`src/rtl/rmii_packet_rx.sv`:
```
// RMII receive path: strips preamble/SFD, packs dibits into bytes, checks FCS and
// length, and presents each frame on a byte-wide AXI-Stream master through a FIFO.
module rmii_packet_rx #(
  parameter int unsigned FIFO_DEPTH = 32,
  parameter int unsigned MIN_BYTES  = 64,
  parameter bit          CHECK_FCS  = 1'b1
) (
  input  logic       clk,
  input  logic       rst,
  input  logic       crs_dv,
  input  logic [1:0] rxd,
  input  logic       rx_er,
  output logic [7:0] m_axis_tdata,
  output logic       m_axis_tvalid,
  output logic       m_axis_tlast,
  output logic       m_axis_tuser,
  input  logic       m_axis_tready,
  output logic       frame_ok,
  output logic       frame_err
);

  localparam int unsigned PTR_W   = $clog2(FIFO_DEPTH);
  localparam int unsigned OCC_W   = PTR_W + 1;
  localparam int unsigned CNT_W   = 16;
  localparam int unsigned ENTRY_W = 10;
  localparam logic [31:0] CRC_POLY    = 32'hEDB88320;
  localparam logic [31:0] CRC_RESIDUE = 32'hDEBB20E3;

  typedef enum logic [1:0] {S_IDLE, S_PREAMBLE, S_DATA, S_DROP} state_e;

  state_e               state_q, state_d;
  logic [1:0]           dibit_cnt_q, dibit_cnt_d;
  logic [7:0]           byte_q, byte_d;
  logic [31:0]          crc_q, crc_d;
  logic [CNT_W-1:0]     byte_cnt_q, byte_cnt_d;
  logic                 rxer_q, rxer_d;
  logic                 ovf_q, ovf_d;
  logic                 held_valid_q, held_valid_d;
  logic [7:0]           held_byte_q, held_byte_d;
  logic                 ok_q, ok_d;
  logic                 err_q, err_d;
  logic [PTR_W-1:0]     wr_ptr_q, rd_ptr_q;
  logic [OCC_W-1:0]     count_q, count_d;
  logic [ENTRY_W-1:0]   mem_q [FIFO_DEPTH];

  logic                 byte_done_c, frame_end_c, bad_c;
  logic [7:0]           byte_next_c;
  logic                 push_c, pop_c;
  logic [ENTRY_W-1:0]   push_entry_c, head_c;

  function automatic logic [31:0] crc_byte(input logic [31:0] crc, input logic [7:0] data);
    logic [31:0] c;
    c = crc ^ {24'h0, data};
    for (int i = 0; i < 8; i++) begin
      c = c[0] ? ((c >> 1) ^ CRC_POLY) : (c >> 1);
    end
    return c;
  endfunction

  // State register
  always_ff @(posedge clk) begin
    if (rst) state_q <= S_IDLE;
    else     state_q <= state_d;
  end

  // Next-state logic
  always_comb begin
    state_d = state_q;
    case (state_q)
      S_IDLE:     if (crs_dv && rxd == 2'b01) state_d = S_PREAMBLE;
      S_PREAMBLE: begin
        if (!crs_dv)              state_d = S_IDLE;
        else if (rxd == 2'b11)    state_d = S_DATA;
        else if (rxd != 2'b01)    state_d = S_DROP;
      end
      S_DATA:     if (!crs_dv) state_d = S_IDLE;
      S_DROP:     if (!crs_dv) state_d = S_IDLE;
      default:    state_d = S_IDLE;
    endcase
  end

  // FSM-decoded controls
  always_comb begin
    byte_done_c = 1'b0;
    frame_end_c = 1'b0;
    if (state_q == S_DATA) begin
      byte_done_c = crs_dv && (dibit_cnt_q == 2'd3);
      frame_end_c = !crs_dv;
    end
  end

  assign byte_next_c = {rxd, byte_q[7:2]};
  assign pop_c       = m_axis_tvalid && m_axis_tready;
  assign bad_c       = rxer_q || (dibit_cnt_q != 2'd0) || (byte_cnt_q < CNT_W'(MIN_BYTES)) ||
                       (CHECK_FCS && (crc_q != CRC_RESIDUE)) || ovf_q;

  // Byte assembly, hold-back register and frame status
  always_comb begin
    dibit_cnt_d  = dibit_cnt_q;
    byte_d       = byte_q;
    crc_d        = crc_q;
    byte_cnt_d   = byte_cnt_q;
    rxer_d       = rxer_q;
    ovf_d        = ovf_q;
    held_valid_d = held_valid_q;
    held_byte_d  = held_byte_q;
    ok_d         = 1'b0;
    err_d        = 1'b0;
    push_c       = 1'b0;
    push_entry_c = '0;
    if (state_q == S_DATA && crs_dv) begin
      dibit_cnt_d = dibit_cnt_q + 2'd1;
      byte_d      = byte_next_c;
      if (rx_er) rxer_d = 1'b1;
      if (byte_done_c) begin
        crc_d        = crc_byte(crc_q, byte_next_c);
        if (byte_cnt_q != {CNT_W{1'b1}}) byte_cnt_d = byte_cnt_q + CNT_W'(1);
        held_byte_d  = byte_next_c;
        held_valid_d = 1'b1;
        if (held_valid_q) begin
          // Keep one slot free so the closing beat always has room
          if (count_q < OCC_W'(FIFO_DEPTH - 1)) begin
            push_c       = 1'b1;
            push_entry_c = {1'b0, 1'b0, held_byte_q};
          end else begin
            ovf_d = 1'b1;
          end
        end
      end
    end else begin
      if (frame_end_c && held_valid_q) begin
        if (count_q < OCC_W'(FIFO_DEPTH) || pop_c) begin
          push_c       = 1'b1;
          push_entry_c = {bad_c, 1'b1, held_byte_q};
          ok_d         = !bad_c;
          err_d        = bad_c;
        end else begin
          err_d = 1'b1;
        end
      end
      dibit_cnt_d  = 2'd0;
      byte_d       = 8'h00;
      crc_d        = 32'hFFFF_FFFF;
      byte_cnt_d   = '0;
      rxer_d       = 1'b0;
      ovf_d        = 1'b0;
      held_valid_d = 1'b0;
      held_byte_d  = 8'h00;
    end
  end

  always_comb begin
    count_d = count_q;
    case ({push_c, pop_c})
      2'b10:   count_d = count_q + OCC_W'(1);
      2'b01:   count_d = count_q - OCC_W'(1);
      default: count_d = count_q;
    endcase
  end

  always_ff @(posedge clk) begin
    if (rst) begin
      dibit_cnt_q  <= 2'd0;
      byte_q       <= 8'h00;
      crc_q        <= 32'hFFFF_FFFF;
      byte_cnt_q   <= '0;
      rxer_q       <= 1'b0;
      ovf_q        <= 1'b0;
      held_valid_q <= 1'b0;
      held_byte_q  <= 8'h00;
      ok_q         <= 1'b0;
      err_q        <= 1'b0;
      wr_ptr_q     <= '0;
      rd_ptr_q     <= '0;
      count_q      <= '0;
    end else begin
      dibit_cnt_q  <= dibit_cnt_d;
      byte_q       <= byte_d;
      crc_q        <= crc_d;
      byte_cnt_q   <= byte_cnt_d;
      rxer_q       <= rxer_d;
      ovf_q        <= ovf_d;
      held_valid_q <= held_valid_d;
      held_byte_q  <= held_byte_d;
      ok_q         <= ok_d;
      err_q        <= err_d;
      count_q      <= count_d;
      if (push_c) wr_ptr_q <= wr_ptr_q + PTR_W'(1);
      if (pop_c)  rd_ptr_q <= rd_ptr_q + PTR_W'(1);
    end
  end

  // FIFO storage; contents are qualified by count so need no reset
  always_ff @(posedge clk) begin
    if (push_c) mem_q[wr_ptr_q] <= push_entry_c;
  end

  assign head_c        = mem_q[rd_ptr_q];
  assign m_axis_tvalid = (count_q != '0);
  assign m_axis_tdata  = m_axis_tvalid ? head_c[7:0] : 8'h00;
  assign m_axis_tlast  = m_axis_tvalid && head_c[8];
  assign m_axis_tuser  = m_axis_tvalid && head_c[9];
  assign frame_ok      = ok_q;
  assign frame_err     = err_q;

endmodule

```
`config.mk`:
```
export PLATFORM = sky130hd
export DESIGN_NAME = rmii_packet_rx
export DESIGN_NICKNAME = d
export VERILOG_FILES = /design/src/rtl/rmii_packet_rx.sv
export SDC_FILE = /design/constraint.sdc
export NUM_CORES = 1
export LEC_CHECK = 0
export ABC_CLOCK_PERIOD_IN_PS = 3800
export BUFFER_PORTS_ARGS = -buffer_cell sky130_fd_sc_hd__buf_2
export CAP_MARGIN = 20
export CORE_MARGIN = 3
export CORE_UTILIZATION = 50
export CTS_CLUSTER_SIZE = 24
export DETAILED_ROUTE_END_ITERATION = 10
export GPL_TIMING_DRIVEN = 0
export MAX_ROUTING_LAYER = met4
export PLACE_DENSITY = 0.65
export RECOVER_POWER = 50
export SYNTH_ARGS = -nofsm -noshare
export SYNTH_HDL_FRONTEND = slang
export SYNTH_SLANG_ARGS = --single-unit
export TNS_END_PERCENT = 100
```
`constraint.sdc`:
```
create_clock -name clk -period 3.8 [get_ports clk]
set_input_delay 0.38 -clock clk [delete_from_list [all_inputs] [get_ports clk]]
set_output_delay 0.38 -clock clk [all_outputs]
set_load 0.03 [all_outputs]
```
==> run summary <==
Ant. Diodes: 0
Worst-Margin Slew: 1700 ps
I/O pin cnt: 20
Cell Count, Final, Fillers Out: 1586
Final Skew: 26.6 ps
Hold Vio Cnt, Final: 0
pin count of the biggest net entering global routing: 33
vias: 9041
Peak supply drop: 0.358 mV
Compound-Gate Fraction of Synth Area: 5.09%
Fillers: 2549
Max H-tree Level: 2
critical path cell sequence: buf_2, clkbuf_1, clkbuf_1, mux4_2, a211oi_1, nor3_1, buf_2
Fmax: 277 MHz
dpl hpwl: 23700 um
failing checks: max-capacitance violations, max-slew violations
Worst Hold Margin: 67.8 ps
Inserted Clock Buffers: 42
CP max stage cell: clkbuf_1
final-report max-slew violation count: 9
post-synthesis cell count: 1040
NumNets Final: 1132
vias in the first global route: 9180
postcts setup bufs: 0
drt initial violations: 677
Synth top area share: 56.9%
worst hold path depth: 3
synth unique cells: 63
GR Util All Layers: 20.9%
Crit Reg-Reg Endpoint: mem_q[30][3]$_DFFE_PP_
status: finished with violations
first-pass GRT wire length: 55100 um
Die W: 190 um
Residual DRC: 0
Clock Tree Root: clkbuf_16
Post-Synth XOR/XNOR Area: 5.39%
Reg clk slew, reported paths: 60 ps
Yosys top cell by area: edfxtp_1
PwrDens: 465 nW/um2
Die Area: 36000 um2
largest family of logic cells by synthesized area: multiplexers
CTS tree: built
clock insertion delay at the later pin of the skew report: 540 ps
multiplexer share of the synthesized area: 13.0%
synthesized flop and latch total: 412
Tmin final: 3610 ps
final wirelength: 35700 um
Final Cell Area: 18900 um2
Area Overhead vs Synth: 12.1%
num rows: 66
flop-to-flop setup slack: 270 ps
setup TNS: 0 ps
MaxCap Viol Count: 1
core area: 32900 um2
RSZ-0062 raised after global routing: false
r2r worst-path depth: 7
Routed Antenna Nets: 0
CTS max path bufs: 3
CP Capture Point: m_axis_tlast
overall power: 8.80 mW
CP Max Fanout: 10
Critical R2R Launch: dibit_cnt_q[0]$_SDFF_PP0_
Critical Path RT: 3420 ps
CP Depth: 7
final setup fails: 0
Final Worst Setup Slack: 187 ps
layout cell share with drive strength beyond 1: 19.1%
placed cell area: 17800 um2
Clock Sink Count: 412
CP top delay family: buffers and inverters
post-layout util: 57.5%
mean post-synth cell area: 16.2 um2
Top FF cell, synth: edfxtp_1
post-DR wirelength/cell: 22.5 um
Placer Congestion: 0.829
WP buf/inv: 4
LEAKAGE: 6.38 nW
antenna violations before repair: 0
startpoint types: flop
grt total ovfl: 0
placed cell count: 1508
top cells by area, synth: edfxtp_1 (57%), dfxtp_1 (11%), mux4_2 (11%), xnor2_1 (3.1%), mux2_2 (2.0%)
Simple-Gate Fraction of Synth Area: 5.97%
CTS hold repair buffers: 0
Final period util: 95.1%
EDFF count, synth: 320
DRT Pass-1 Iters: 5
Hold Crit Class: input pin to flop
dpl ws: 130 ps
Initial Utilization: 51.3%
Post-Synth Adder-Cell Area: 0.814%
critical path data arrival time: 3230 ps
synthesized area: 16900 um2
Syn. warnings: 0
IO buf count: 18
DR vias/cell: 5.70
Die H: 190 um
Setup crit end kind: output pin
sequential area share after synthesis: 67.8%
asr flop ratio synth: 0%
WS Path Type: flop to output pin
Syn Nets: 1058
relative slew slack: -14.5%
slowest stage delay, CP: 560 ps
## where the power goes
group	internal, mW	leakage (nW)	switching, mW
combinational	0.0208	1.79	0.0294
sequential	4.79	3.93	0.000698
clock	2.34	0.652	1.62
total	7.14	6.38	1.65
## area by class of cell
cell class | instances | area [um2] | area share, %
Tap cell | 442 | 553 | 2.92
Buffer | 54 | 228 | 1.20
Multi-Input combinational cell | 545 | 5100 | 26.9
Clock buffer | 56 | 1150 | 6.10
Timing Repair Buffer | 30 | 175 | 0.925
Inverter | 29 | 109 | 0.575
Sequential cell | 412 | 11500 | 60.5
Clock inverter | 18 | 165 | 0.872
## Yosys cell counts, drive strengths merged, types with 2 or more instances
cell type  count
nand4          9
or3           10
xnor2         63
o211ai         3
o22ai         10
nand2b         5
a211oi        10
a221o          5
o21ai         36
a31oi          2
a21oi         27
nand3         11
clkbuf        37
nor2          69
edfxtp       320
nor2b         12
o221ai        12
dfxtp         92
nor4          11
mux4          80
a22oi          2
nand3b         2
and2          15
buf           17
ha            11
nor3          20
mux2          30
nand2         18
xor2          32
and4           2
a21o           2
nand4b         2
and3           4
o221a          7
inv           29
o2111ai        2
mux2i          5
## flip-flops by register name, summed over array words and instances, names as in the netlist, named ones only
signal,flops
held_valid_q,1
held_byte_q,8
ovf_q,1
crc_q,32
rxer_q,1
rd_ptr_q,5
state_q,2
count_q,6
byte_cnt_q,16
frame_err,1
wr_ptr_q,5
mem_q,320
dibit_cnt_q,2
frame_ok,1
byte_q,6
## how the worst min path moves through the flow
stage	startpoint	endpoint	slack (ps)
2_1_floorplan	dibit_cnt_q[0]$_SDFF_PP0_	dibit_cnt_q[0]$_SDFF_PP0_	420
3_3_place_gp	dibit_cnt_q[0]$_SDFF_PP0_	dibit_cnt_q[0]$_SDFF_PP0_	430
3_5_place_dp	dibit_cnt_q[0]$_SDFF_PP0_	dibit_cnt_q[0]$_SDFF_PP0_	460
4_1_cts	rx_er	rxer_q$_SDFFE_PP0P_	50
5_1_grt	rx_er	rxer_q$_SDFFE_PP0P_	70
6_report	rx_er	rxer_q$_SDFFE_PP0P_	70
## per-layer routing
layer  part of all wire (%)  global-route usage [%]  vias up  wire length (um)
met1                     43                    28.2     4578             15300
met3                    5.3                    3.13       58              1890
met4                    2.3                    5.35        0               814
met5                      0                       -        -                 0
met2                     49                    33.8      221             17600
li1                       -                       -     4184                 -
## cell families after synthesis
| logic type | Yosys count |
|---|---|
| and+or+nand+nor | 196 |
| buffers and inverters | 83 |
| DFF | 412 |
| xor gates and xnor gates | 95 |
| adders and majority gates | 11 |
| AOI/OAI and AO/OA | 128 |
| muxes | 115 |
## what timing repair did
| action | in CTS | in global routing |
|---|---|---|
| setup endpoints to repair | 0 | 2 |
| gates resized for setup | 0 | 5 |
| endpoints found under the hold margin | 0 | 0 |
## placed cells by master (no fill, tap or decap), types with 4 or more instances in the layout
cell / Yosys / routed
buf_2: 11 / 26
dfxtp_1: 92 / 92
nor2_1: 69 / 69
o221ai_1: 12 / 12
nor3_1: 20 / 17
buf_1: 4 / 4
o221a_2: 7 / 7
nand3_1: 11 / 11
edfxtp_1: 320 / 320
nand4_1: 9 / 9
inv_1: 29 / 29
nand2_1: 18 / 18
nor4_1: 10 / 11
clkbuf_16: 0 / 43
clkbuf_1: 37 / 59
nor2b_1: 12 / 12
mux4_2: 80 / 80
and2_0: 0 / 12
ha_1: 11 / 11
mux2_2: 30 / 30
clkinv_2: 0 / 7
xnor2_1: 60 / 60
a221o_1: 5 / 5
o21ai_0: 35 / 36
clkinv_1: 0 / 6
a211oi_1: 10 / 10
or3_1: 9 / 10
a21oi_1: 26 / 26
nand2b_1: 5 / 5
o22ai_1: 10 / 10
xor2_1: 26 / 28
mux2i_1: 5 / 5
## worst min-delay path: stages
cell and delay, ps:
buf_2 80, nor2_1 40, nor2_1 70
(Power assumes the default switching activity.)
